## config.mk

```make
export PLATFORM = sky130hd
export DESIGN_NAME = wb_stage_skid
export DESIGN_NICKNAME = d
export VERILOG_FILES = /design/src/rtl/wb_stage_skid_pkg.sv /design/src/rtl/skid_buf2.sv /design/src/rtl/wb_stage_skid.sv
export SDC_FILE = /design/constraint.sdc
export NUM_CORES = 1
export LEC_CHECK = 0
export BUFFER_PORTS_ARGS = -buffer_cell sky130_fd_sc_hd__buf_2
export CORE_MARGIN = 2
export CORE_UTILIZATION = 45
export DETAILED_ROUTE_END_ITERATION = 12
export GPL_ROUTABILITY_DRIVEN = 0
export PLACE_DENSITY = 0.71
export RECOVER_POWER = 100
export SYNTH_ARGS = -nofsm -noshare
export SYNTH_HDL_FRONTEND = slang
export SYNTH_HIERARCHICAL = 1
export SYNTH_SLANG_ARGS = --single-unit
```

## constraint.sdc

```tcl
create_clock -name clk -period 4.4 [get_ports clk]
set_input_delay 0.88 -clock clk [delete_from_list [all_inputs] [get_ports clk]]
set_output_delay 0.88 -clock clk [all_outputs]
set_load 0.005 [all_outputs]
```

## src/rtl/wb_stage_skid_pkg.sv

```systemverilog
// Shared constants and lane record for the MEM->WB write-back path.
package wb_stage_skid_pkg;

  localparam logic FALSE = 1'b0;
  localparam logic TRUE  = 1'b1;

  localparam int REG_DATA_W = 32;
  localparam int REG_ADDR_W = 5;

  localparam logic [REG_DATA_W-1:0] ZERO_WORD  = '0;
  localparam logic [REG_ADDR_W-1:0] RegAddrNOP = '0;

  typedef struct packed {
    logic                  we;
    logic [REG_ADDR_W-1:0] dest;
    logic [REG_DATA_W-1:0] data;
  } wb_lane_t;

  function automatic logic [31:0] popcount32(input logic [31:0] v);
    logic [31:0] cnt;
    cnt = '0;
    for (int i = 0; i < 32; i++) begin
      cnt = cnt + {31'd0, v[i]};
    end
    return cnt;
  endfunction

endpackage

```

## src/rtl/skid_buf2.sv

```systemverilog
// Generic 2-entry ready/valid skid buffer; in_ready depends only on registered occupancy.
//   state    | meaning
//   ST_EMPTY | main and skid invalid
//   ST_ONE   | main valid, skid invalid
//   ST_TWO   | main and skid valid
module skid_buf2 #(
  parameter int W = 8
) (
  input  logic         clk,
  input  logic         rst,
  input  logic         rdy,
  input  logic         flush,
  input  logic         in_valid,
  output logic         in_ready,
  input  logic [W-1:0] in_data,
  output logic         out_valid,
  input  logic         out_ready,
  output logic [W-1:0] out_data
);
  import wb_stage_skid_pkg::*;

  localparam logic [1:0] ST_EMPTY = 2'd0;
  localparam logic [1:0] ST_ONE   = 2'd1;
  localparam logic [1:0] ST_TWO   = 2'd2;

  logic [1:0]   state_q, state_d;
  logic [W-1:0] main_q, main_d;
  logic [W-1:0] skid_q, skid_d;
  logic         in_fire, out_fire;

  assign in_ready  = rdy & ~rst & (state_q != ST_TWO);
  assign out_valid = (state_q != ST_EMPTY);
  assign out_data  = main_q;
  assign in_fire   = in_valid & in_ready;
  assign out_fire  = out_valid & out_ready & rdy;

  always_comb begin
    state_d = state_q;
    main_d  = main_q;
    skid_d  = skid_q;
    if (rdy == TRUE) begin
      if (flush) begin
        // Payload is left stale; out_valid gates everything downstream.
        state_d = ST_EMPTY;
      end else begin
        case (state_q)
          ST_EMPTY: if (in_fire) begin
            main_d  = in_data;
            state_d = ST_ONE;
          end
          ST_ONE: begin
            if (in_fire && out_fire) begin
              main_d = in_data;
            end else if (in_fire) begin
              skid_d  = in_data;
              state_d = ST_TWO;
            end else if (out_fire) begin
              state_d = ST_EMPTY;
            end
          end
          ST_TWO: if (out_fire) begin
            main_d  = skid_q;
            state_d = ST_ONE;
          end
          default: state_d = ST_EMPTY;
        endcase
      end
    end
  end

  always_ff @(posedge clk) begin
    if (rst) begin
      state_q <= ST_EMPTY;
      main_q  <= '0;
      skid_q  <= '0;
    end else begin
      state_q <= state_d;
      main_q  <= main_d;
      skid_q  <= skid_d;
    end
  end

endmodule

```

## src/rtl/wb_stage_skid.sv

```systemverilog
// MEM->WB stage register: NUM_LANES write-back lanes through a 2-entry skid buffer.
// Define WB_STAGE_PERF_EN to add the perf_retired / perf_backpressure counters.
module wb_stage_skid
  import wb_stage_skid_pkg::*;
#(
  parameter int NUM_LANES = 1,
  parameter int DATA_W    = 32,
  parameter int ADDR_W    = 5,
  parameter int DROP_X0   = 1
) (
  input  logic                        clk,
  input  logic                        rst,
  input  logic                        rdy,
  input  logic                        flush,
  input  logic                        in_valid,
  output logic                        in_ready,
  input  logic [NUM_LANES-1:0]        in_we,
  input  logic [NUM_LANES*ADDR_W-1:0] in_dest,
  input  logic [NUM_LANES*DATA_W-1:0] in_data,
  output logic                        out_valid,
  input  logic                        out_ready,
  output logic [NUM_LANES-1:0]        out_we,
  output logic [NUM_LANES*ADDR_W-1:0] out_dest,
  output logic [NUM_LANES*DATA_W-1:0] out_data
`ifdef WB_STAGE_PERF_EN
  ,
  output logic [31:0]                 perf_retired,
  output logic [31:0]                 perf_backpressure
`endif
);

  localparam int PW = NUM_LANES * (1 + ADDR_W + DATA_W);

  logic [NUM_LANES-1:0] cap_we;
  logic [PW-1:0]        cap_payload;
  logic [PW-1:0]        head_payload;
  logic [NUM_LANES-1:0] head_we;

  // Writes to x0 are squashed once at capture so the regfile never sees them.
  always_comb begin
    cap_we = in_we;
    if (DROP_X0 != 0) begin
      for (int i = 0; i < NUM_LANES; i++) begin
        cap_we[i] = in_we[i] & (in_dest[i*ADDR_W +: ADDR_W] != '0);
      end
    end
  end

  assign cap_payload = {cap_we, in_dest, in_data};

  skid_buf2 #(
    .W(PW)
  ) u_skid (
    .clk       (clk),
    .rst       (rst),
    .rdy       (rdy),
    .flush     (flush),
    .in_valid  (in_valid),
    .in_ready  (in_ready),
    .in_data   (cap_payload),
    .out_valid (out_valid),
    .out_ready (out_ready),
    .out_data  (head_payload)
  );

  assign head_we  = head_payload[PW-1 -: NUM_LANES];
  assign out_we   = head_we & {NUM_LANES{out_valid}};
  assign out_dest = head_payload[NUM_LANES*DATA_W +: NUM_LANES*ADDR_W];
  assign out_data = head_payload[0 +: NUM_LANES*DATA_W];

`ifdef WB_STAGE_PERF_EN
  logic [31:0] perf_retired_q, perf_retired_d;
  logic [31:0] perf_backpressure_q, perf_backpressure_d;

  always_comb begin
    perf_retired_d      = perf_retired_q;
    perf_backpressure_d = perf_backpressure_q;
    if (rdy) begin
      if (out_valid && out_ready) begin
        perf_retired_d = perf_retired_q + popcount32(32'(out_we));
      end
      if (out_valid && !out_ready) begin
        perf_backpressure_d = perf_backpressure_q + 32'd1;
      end
    end
  end

  always_ff @(posedge clk) begin
    if (rst) begin
      perf_retired_q      <= '0;
      perf_backpressure_q <= '0;
    end else begin
      perf_retired_q      <= perf_retired_d;
      perf_backpressure_q <= perf_backpressure_d;
    end
  end

  assign perf_retired      = perf_retired_q;
  assign perf_backpressure = perf_backpressure_q;
`endif

endmodule

```

==> Word-level counts from Yosys, hierarchy flattened <==
Cells that the tools add are included.
{ "op_classes": {"n_addsub": 0, "n_mul": 0, "div_mod_pow": 0, "n_lt_le_gt_ge": 0, "eq_ne": 10, "n_shift": 0, "mux": 11, "bitwise_logic": 10, "n_reduce_logical": 8} }
{ "op_table": {"columns": ["operator", "n"], "rows": [
  ["$mux 38", 3],
  ["$pmux 38 s3", 1],
  ["$mux 2", 6],
  ["$reduce_and 5->1", 2],
  ["$and 1x1->1", 7],
  ["$ne 2x1->1 const B", 3],
  ["$ne 3x2->1 const B", 2],
  ["$pmux 2 s3", 1],
  ["$reduce_and 6->1", 1],
  ["$reduce_bool 5->1", 1],
  ["$ne 4x2->1 const B", 1],
  ["$ne 3x3->1 const B", 1],
  ["$not 1->1", 3],
  ["$reduce_bool 3->1", 1],
  ["$eq 2x1->1 const B", 1],
  ["$eq 2x2->1 const B", 1],
  ["$logic_not 2->1", 1],
  ["$ne 2x2->1 const B", 1],
  ["$reduce_bool 2->1", 1],
  ["$logic_and 1x1->1", 1]
]} }
{ "word_totals": {"regBits": 78, "latch_bits": 0, "ramBits": 0, "romBits": 0, "in_bits": 44, "out_inout_bits": 40, "word_cells": 42, "mem_count": 0} }

==> Logic depth before layout (Yosys ltp) <==
Gate-level depths: netlist (run 1).
{ "depth": {"ltp_word": 8, "mapped_depth": 7, "ltp_nobuf": 5} }

==> Cells and area by module <==
Netlist (run 1), hierarchy kept.
{ "modules_own_cells": {"columns": ["module", "n_inst", "cells_each", "area_each_um2", "seq_area_each_um2"], "rows": [
  ["skid_buf2", 1, 366, 3362.0, 1561.5],
  ["wb_stage_skid", 1, 3, 21.3, 0.0]
]} }

==> Least setup slack after synthesis (run 1) <==
No wires, ideal clock.
{ "synth_path": {"path_kind": "input to output", "startpoint": "in rst", "endpoint": "out in_ready", "arrival_time_ns": 1.542, "required_ns": 3.520, "path_slack_ns": 1.978, "cell_stages": 4, "n_path_buf": 2, "path_cell_list": "clkbuf_1 > inv_1 > clkbuf_1 > and3_1"} }
{ "synth_via": {"elab_chain_cells": 3} }
{ "synth_rtl": {"columns": ["item", "line", "rtl"], "rows": [
  ["start: declaration", "wb_stage_skid.sv:12", "input logic rst,"],
  ["$not 1->1", "skid_buf2.sv:31", "assign in_ready = rdy & ~rst & (state_q != ST_TWO);"],
  ["$and 1x1->1 (2 in a row)", "skid_buf2.sv:31", null],
  ["end: declaration", "wb_stage_skid.sv:16", "output logic in_ready,"]
]} }
No other way between the ends.

==> Worst setup path after layout (run 1) <==
{ "layout_path": {"startpoint": "in rst", "endpoint": "reg u_skid.main_q[31] (netlist: u_skid/out_data[31])"} }
{ "layout_via": {"elab_chain_cells": 7, "word_cells_on_any_way": 8, "classes_between": "eq/ne (2); bitwise (4); reduce/logical (2)"} }
{ "layout_rtl": {"columns": ["item", "line", "rtl"], "rows": [
  ["$not 1->1", "skid_buf2.sv:31", null],
  ["$and 1x1->1 (2 in a row)", "skid_buf2.sv:31", null],
  ["$and 1x1->1", "skid_buf2.sv:34", "assign in_fire = in_valid & in_ready;"],
  ["$logic_and 1x1->1", "skid_buf2.sv:52", "if (in_fire && out_fire) begin"],
  ["$ne 2x1->1 (no source line)", null, null],
  ["$reduce_and 6->1 (no source line)", null, null],
  ["end signal: assignment", "skid_buf2.sv:78", "main_q <= main_d;"],
  ["end: declaration", "skid_buf2.sv:27", "logic [W-1:0] main_q, main_d;"]
]} }
Several ways; a longest one is shown, not always the timed one.
A chain may end at the register's enable or synchronous reset.

==> results.json, run 1 <==
{
  "crit_chain": "buf_2 -> nand4bb_1 -> a2111oi_0 -> buf_4 -> o21ai_0 -> o311a_1",
  "cts_buffers": 9,
  "synthFlopType": "dfxtp_1",
  "required_ns": 4.63,
  "first_pass_iters": 4,
  "antenna_left": 0,
  "cp-end-kind": "flop",
  "maxCapViolCount": 1,
  "syn_avg_cell_area_um2": 9.17,
  "synth_edf_count": 0,
  "p_leak_uw": 0.00193,
  "synth-async-reset-ratio_pct": 0,
  "diodes": 0,
  "finalCritPeriodShare_pct": 64.7,
  "synth_area_leader_cell": "dfxtp_1",
  "setup_viol": 0,
  "drc": 0,
  "grt_usage_pct": 19.1,
  "vias_per_cell": 5.44,
  "drive_gt1_share_pct": 20.8,
  "worst_setup_path_start_kind": "primary input",
  "grt_pass1_vias": 2680,
  "slowest_delay_ns": 0.60,
  "clock-sinks": 78,
  "yosysSeqAreaShare_pct": 46.2,
  "grt_overflow": 0,
  "multi_input_area_um2": 1580,
  "post-route-util_pct": 54.3,
  "num_vias": 2914,
  "ctsLongestPathBuffers": 2,
  "coreArea_um2": 7250,
  "clkSlewWorstSetupHoldPaths_ns": 0.08,
  "drv_slew": 40,
  "relSlewSlack_pct": -4.17,
  "post_cts_resized": 0,
  "port_buffers": 83,
  "finalSetupTns_ns": 0,
  "status": "finished with violations",
  "cp_max_fo": 50,
  "die_h_um": 90.7,
  "power_density_nw_per_um2": 356,
  "post_cts_buffers": 0,
  "max_freq_mhz": 351,
  "fp-row-count": 31,
  "clk_latency_ns": 0.34,
  "seq_area_um2": 1560,
  "power_uw": 1400,
  "die_area_um2": 8230,
  "grt_max_degree": 51,
  "finalHoldViolCount": 0,
  "wl_per_cell_um": 14.8,
  "num_io_pins": 84,
  "fin_skew_ns": 0.00651,
  "synthTopCellsByArea": "dfxtp_1, mux2i_1, o311a_1, nand2_1, a21oi_1",
  "cts_tree": "built",
  "fin_nets": 476,
  "postSynthCellCount": 369,
  "synth_fp_nets": 413,
  "cts_hold_buffers": 0,
  "reg2reg_slack_ns": 1.85,
  "ys_seq_elements": 78,
  "worstHoldPathType": "reg -> reg",
  "ir_drop_mv": 0.138,
  "drt_iter0_markers": 203,
  "critPathKind": "in -> reg",
  "violations": "max-capacitance violations, max-slew violations",
  "fillCellCount": 695,
  "placed_cell_area_um2": 3790,
  "die_w_um": 90.7,
  "wl_um": 7940,
  "yosysWarnings": 6,
  "fin_area_um2": 3940,
  "instances_no_fill": 536,
  "grt_pass1_wl_um": 12800,
  "antenna_found_initial": 0,
  "ys_top_cells_by_count": "dfxtp_1, nand2_1, a21oi_1",
  "post-dp-hpwl_um": 4980,
  "syn_area_um2": 3380,
  "crit_arrival_ns": 3.08,
  "dp_cells": 520,
  "worst_pin_slew_ns": 1.56,
  "cts-root-buf": "clkbuf_8",
  "syn_to_final_growth_pct": 16.3,
  "start_util_pct": 46.6,
  "rsz0062_at_grt": "false",
  "fin_crit_ns": 2.85,
  "yosysTopAreaCellShare_pct": 46.2,
  "htreeDepth": 3,
  "synth.distinct_cells": 28,
  "slowest_stage": "a2111oi_0"
}
==> layout by cell type, fill, tap and decap left out, types with 7 or more instances in the layout <==
cell type	Yosys	layout
nand2_1	78	78
clkbuf_8	0	9
buf_2	10	67
dfxtp_1	78	78
o21ai_0	34	37
buf_4	6	7
clkbuf_1	17	17
o311a_1	38	38
a21oi_1	40	40
mux2i_1	38	38
==> metrics by stage <==
| stage | setup slack (ns) | hold slack (ns) |
|---|---|---|
| floorplan | 1.98 | 0.436 |
| global placement | 1.55 | 0.441 |
| detailed placement | 1.49 | 0.446 |
| CTS | 1.59 | 0.457 |
| global route | 1.36 | 0.475 |
| finish | 1.55 | 0.455 |
==> power by group <==
group / total [uW] / switching [uW] / internal [uW]
registers: 729 / 8.05 / 720
logic: 97.4 / 51.7 / 45.7
clock network: 575 / 257 / 319
total: 1400 / 316 / 1080
==> metal layers <==
layer	track usage, %	up-vias	share of wire (%)
li1	-	1461	-
met1	24.1	1386	46
met2	32.8	62	49
met3	2.75	5	3.6
met4	7.69	0	0.87
met5	0	-	0
==> final cells by class <==
class                           count  area share, %
Clock buffer                       10           3.24
Clock inverter                      6           2.19
Inverter                            3          0.286
Multi-Input combinational cell    250           40.1
Sequential cell                    78           39.7
Tap cell                           99           3.15
Timing Repair Buffer               90           11.4
==> critical path: cells and delay by family <==
family | cells | cell delay [ns]
compound gates | 3 | 0.95
buf+inv | 2 | 0.86
simple gates | 1 | 0.35
==> registers in the layout, summed over array words and instances, names as in the netlist <==
| signal | cells |
|---|---|
| u_skid/skid_q | 38 |
| u_skid/state_q | 2 |
| u_skid/out_data | 38 |
==> worst paths after layout <==
path | start | to | cells after the start
worst max-delay path | rst | u_skid/out_data[31] | 6
worst min-delay path | u_skid/skid_q[0] | u_skid/skid_q[0] | 2
worst min register to register | u_skid/skid_q[0] | u_skid/skid_q[0] | 2
worst max register to register | u_skid/state_q[0] | u_skid/skid_q[7] | 4
==> cell families (layout without fill, tap and decap cells) <==
group / after synthesis / in the layout / share of synthesized area, %
compound gates: 122 / 122 / 24.7
flops: 78 / 78 / 46.2
xor+xnor: 1 / 1 / 0.259
mux: 38 / 38 / 11.2
simple gates: 89 / 89 / 11.5
buf+inv: 41 / 109 / 6.14
Power figures use the tool's default switching activity.
==> run 2, diff against run 1 <==
- PLACE_DENSITY: 0.71 -> 0.74
- clock period: 4.4 -> 2.4 ns (I/O delays scaled with it)
==> results.json, run 2 (synthesized netlist as in run 1, its figures left out) <==
{
  "status": "finished clean",
  "placed_cell_area_um2": 3850,
  "cp-startpoint": "u_skid/state_q[1]",
  "finalCritPeriodShare_pct": 82.4,
  "finalHoldViolCount": 0,
  "worst_pin_slew_ns": 0.517,
  "drc": 0,
  "rsz0062_at_grt": "false",
  "grt_usage_pct": 19.3,
  "min_path_cells": 3,
  "antenna_found_initial": 0,
  "min_to": "u_skid/skid_q[11]",
  "grt_pass1_wl_um": 13000,
  "finalSetupTns_ns": 0,
  "post_cts_buffers": 0,
  "die_h_um": 90.7,
  "cts_tree": "built",
  "dp_cells": 524,
  "wl_um": 7940,
  "ir_drop_mv": 0.269,
  "instances_no_fill": 540,
  "critPathKind": "reg -> reg",
  "p_leak_uw": 0.00196,
  "wl_per_cell_um": 14.7,
  "fin_nets": 480,
  "die_w_um": 90.7,
  "relSlewSlack_pct": 65.5,
  "crit_arrival_ns": 2.21,
  "drv_slew": 0,
  "power_density_nw_per_um2": 626,
  "required_ns": 2.63,
  "die_area_um2": 8230,
  "worst_setup_path_start_kind": "flop",
  "ctsLongestPathBuffers": 2,
  "grt_max_degree": 43,
  "rr_endpoint": "u_skid/out_data[23]",
  "cts_hold_buffers": 0,
  "start_util_pct": 46.6,
  "post-dp-hpwl_um": 5140,
  "vias_per_cell": 5.47,
  "first_pass_iters": 5,
  "post_cts_resized": 0,
  "clock-sinks": 78,
  "reg2reg_slack_ns": 0.42,
  "syn_to_final_growth_pct": 18.7,
  "max_freq_mhz": 506,
  "grt_overflow": 0,
  "clk_latency_ns": 0.34,
  "maxCapViolCount": 0,
  "drt_iter0_markers": 167,
  "diodes": 0,
  "cp_max_fo": 38,
  "worstHoldPathType": "in -> reg",
  "fin_crit_ns": 1.98,
  "num_vias": 2953,
  "fp-row-count": 31,
  "hold_ws_ns": 0.384,
  "antenna_left": 0,
  "cts_buffers": 9,
  "htreeDepth": 3,
  "port_buffers": 83,
  "setup_viol": 0,
  "final_cell_mix": "nand2_1, dfxtp_1, buf_2, a21oi_1",
  "grt_pass1_vias": 2695,
  "cts-root-buf": "clkbuf_8",
  "drive_gt1_share_pct": 22.9,
  "clkSlewWorstSetupHoldPaths_ns": 0.08,
  "r2r_start": "u_skid/state_q[1]",
  "r2r_cells": 5,
  "fin_area_um2": 4020,
  "coreArea_um2": 7250,
  "num_io_pins": 84,
  "cp-end-kind": "flop",
  "hp-start": "in_data[11]",
  "fin_skew_ns": 0.00814
}
[run 2: cell type report]
| type | count | area [um2] |
|---|---|---|
| clock inverters | 5 | 58.8 |
| inverters | 3 | 11.3 |
| clock buffers | 11 | 141 |
| fillers | 667 | 3240 |
| repair buffers | 94 | 503 |
| well taps | 99 | 124 |
| multi-input cells | 250 | 1620 |
| flip-flops and latches | 78 | 1560 |
[run 2: per-layer routing]
metal / track usage, % / vias to the layer above / share of wire [%]
li1: - / 1465 / -
met1: 25.4 / 1405 / 47
met2: 30.8 / 75 / 47
met3: 4.76 / 8 / 4.9
met4: 6.54 / 0 / 0.98
met5: 0 / - / 0
[run 2: where the power goes]
part | internal (uW) | switching, uW
Clock | 510 | 483
Sequential | 1320 | 15.0
Combinational | 88.8 | 97.5
Total | 1920 | 596
[run 2: how the worst max path moves through the flow]
stage	endpoint	cells after the start
CTS	in_ready	3
finish	u_skid/out_data[23]	5
detailed placement	u_skid/out_data[24]	6
global placement	u_skid/out_data[28]	6
global route	u_skid/out_data[26]	5
floorplan	u_skid/out_data[2]	7
[run 2: through the flow]
stage	power (uW)	util, %	worst slack, ns
after detailed placement	1560	53.0	0.322
final	2520	55.4	0.423
after CTS	2550	55.8	0.407
after global placement	1550	53.0	0.385
after floorplan	1460	-	0.562
after global routing	2610	55.4	0.229
[run 2: critical path, cell delays in order, from the launching register on]
cell       delay (ns)
dfxtp_1          0.47
nand2_1          0.13
a2111oi_2        0.54
buf_4            0.43
o21ai_0          0.16
o311a_1          0.14
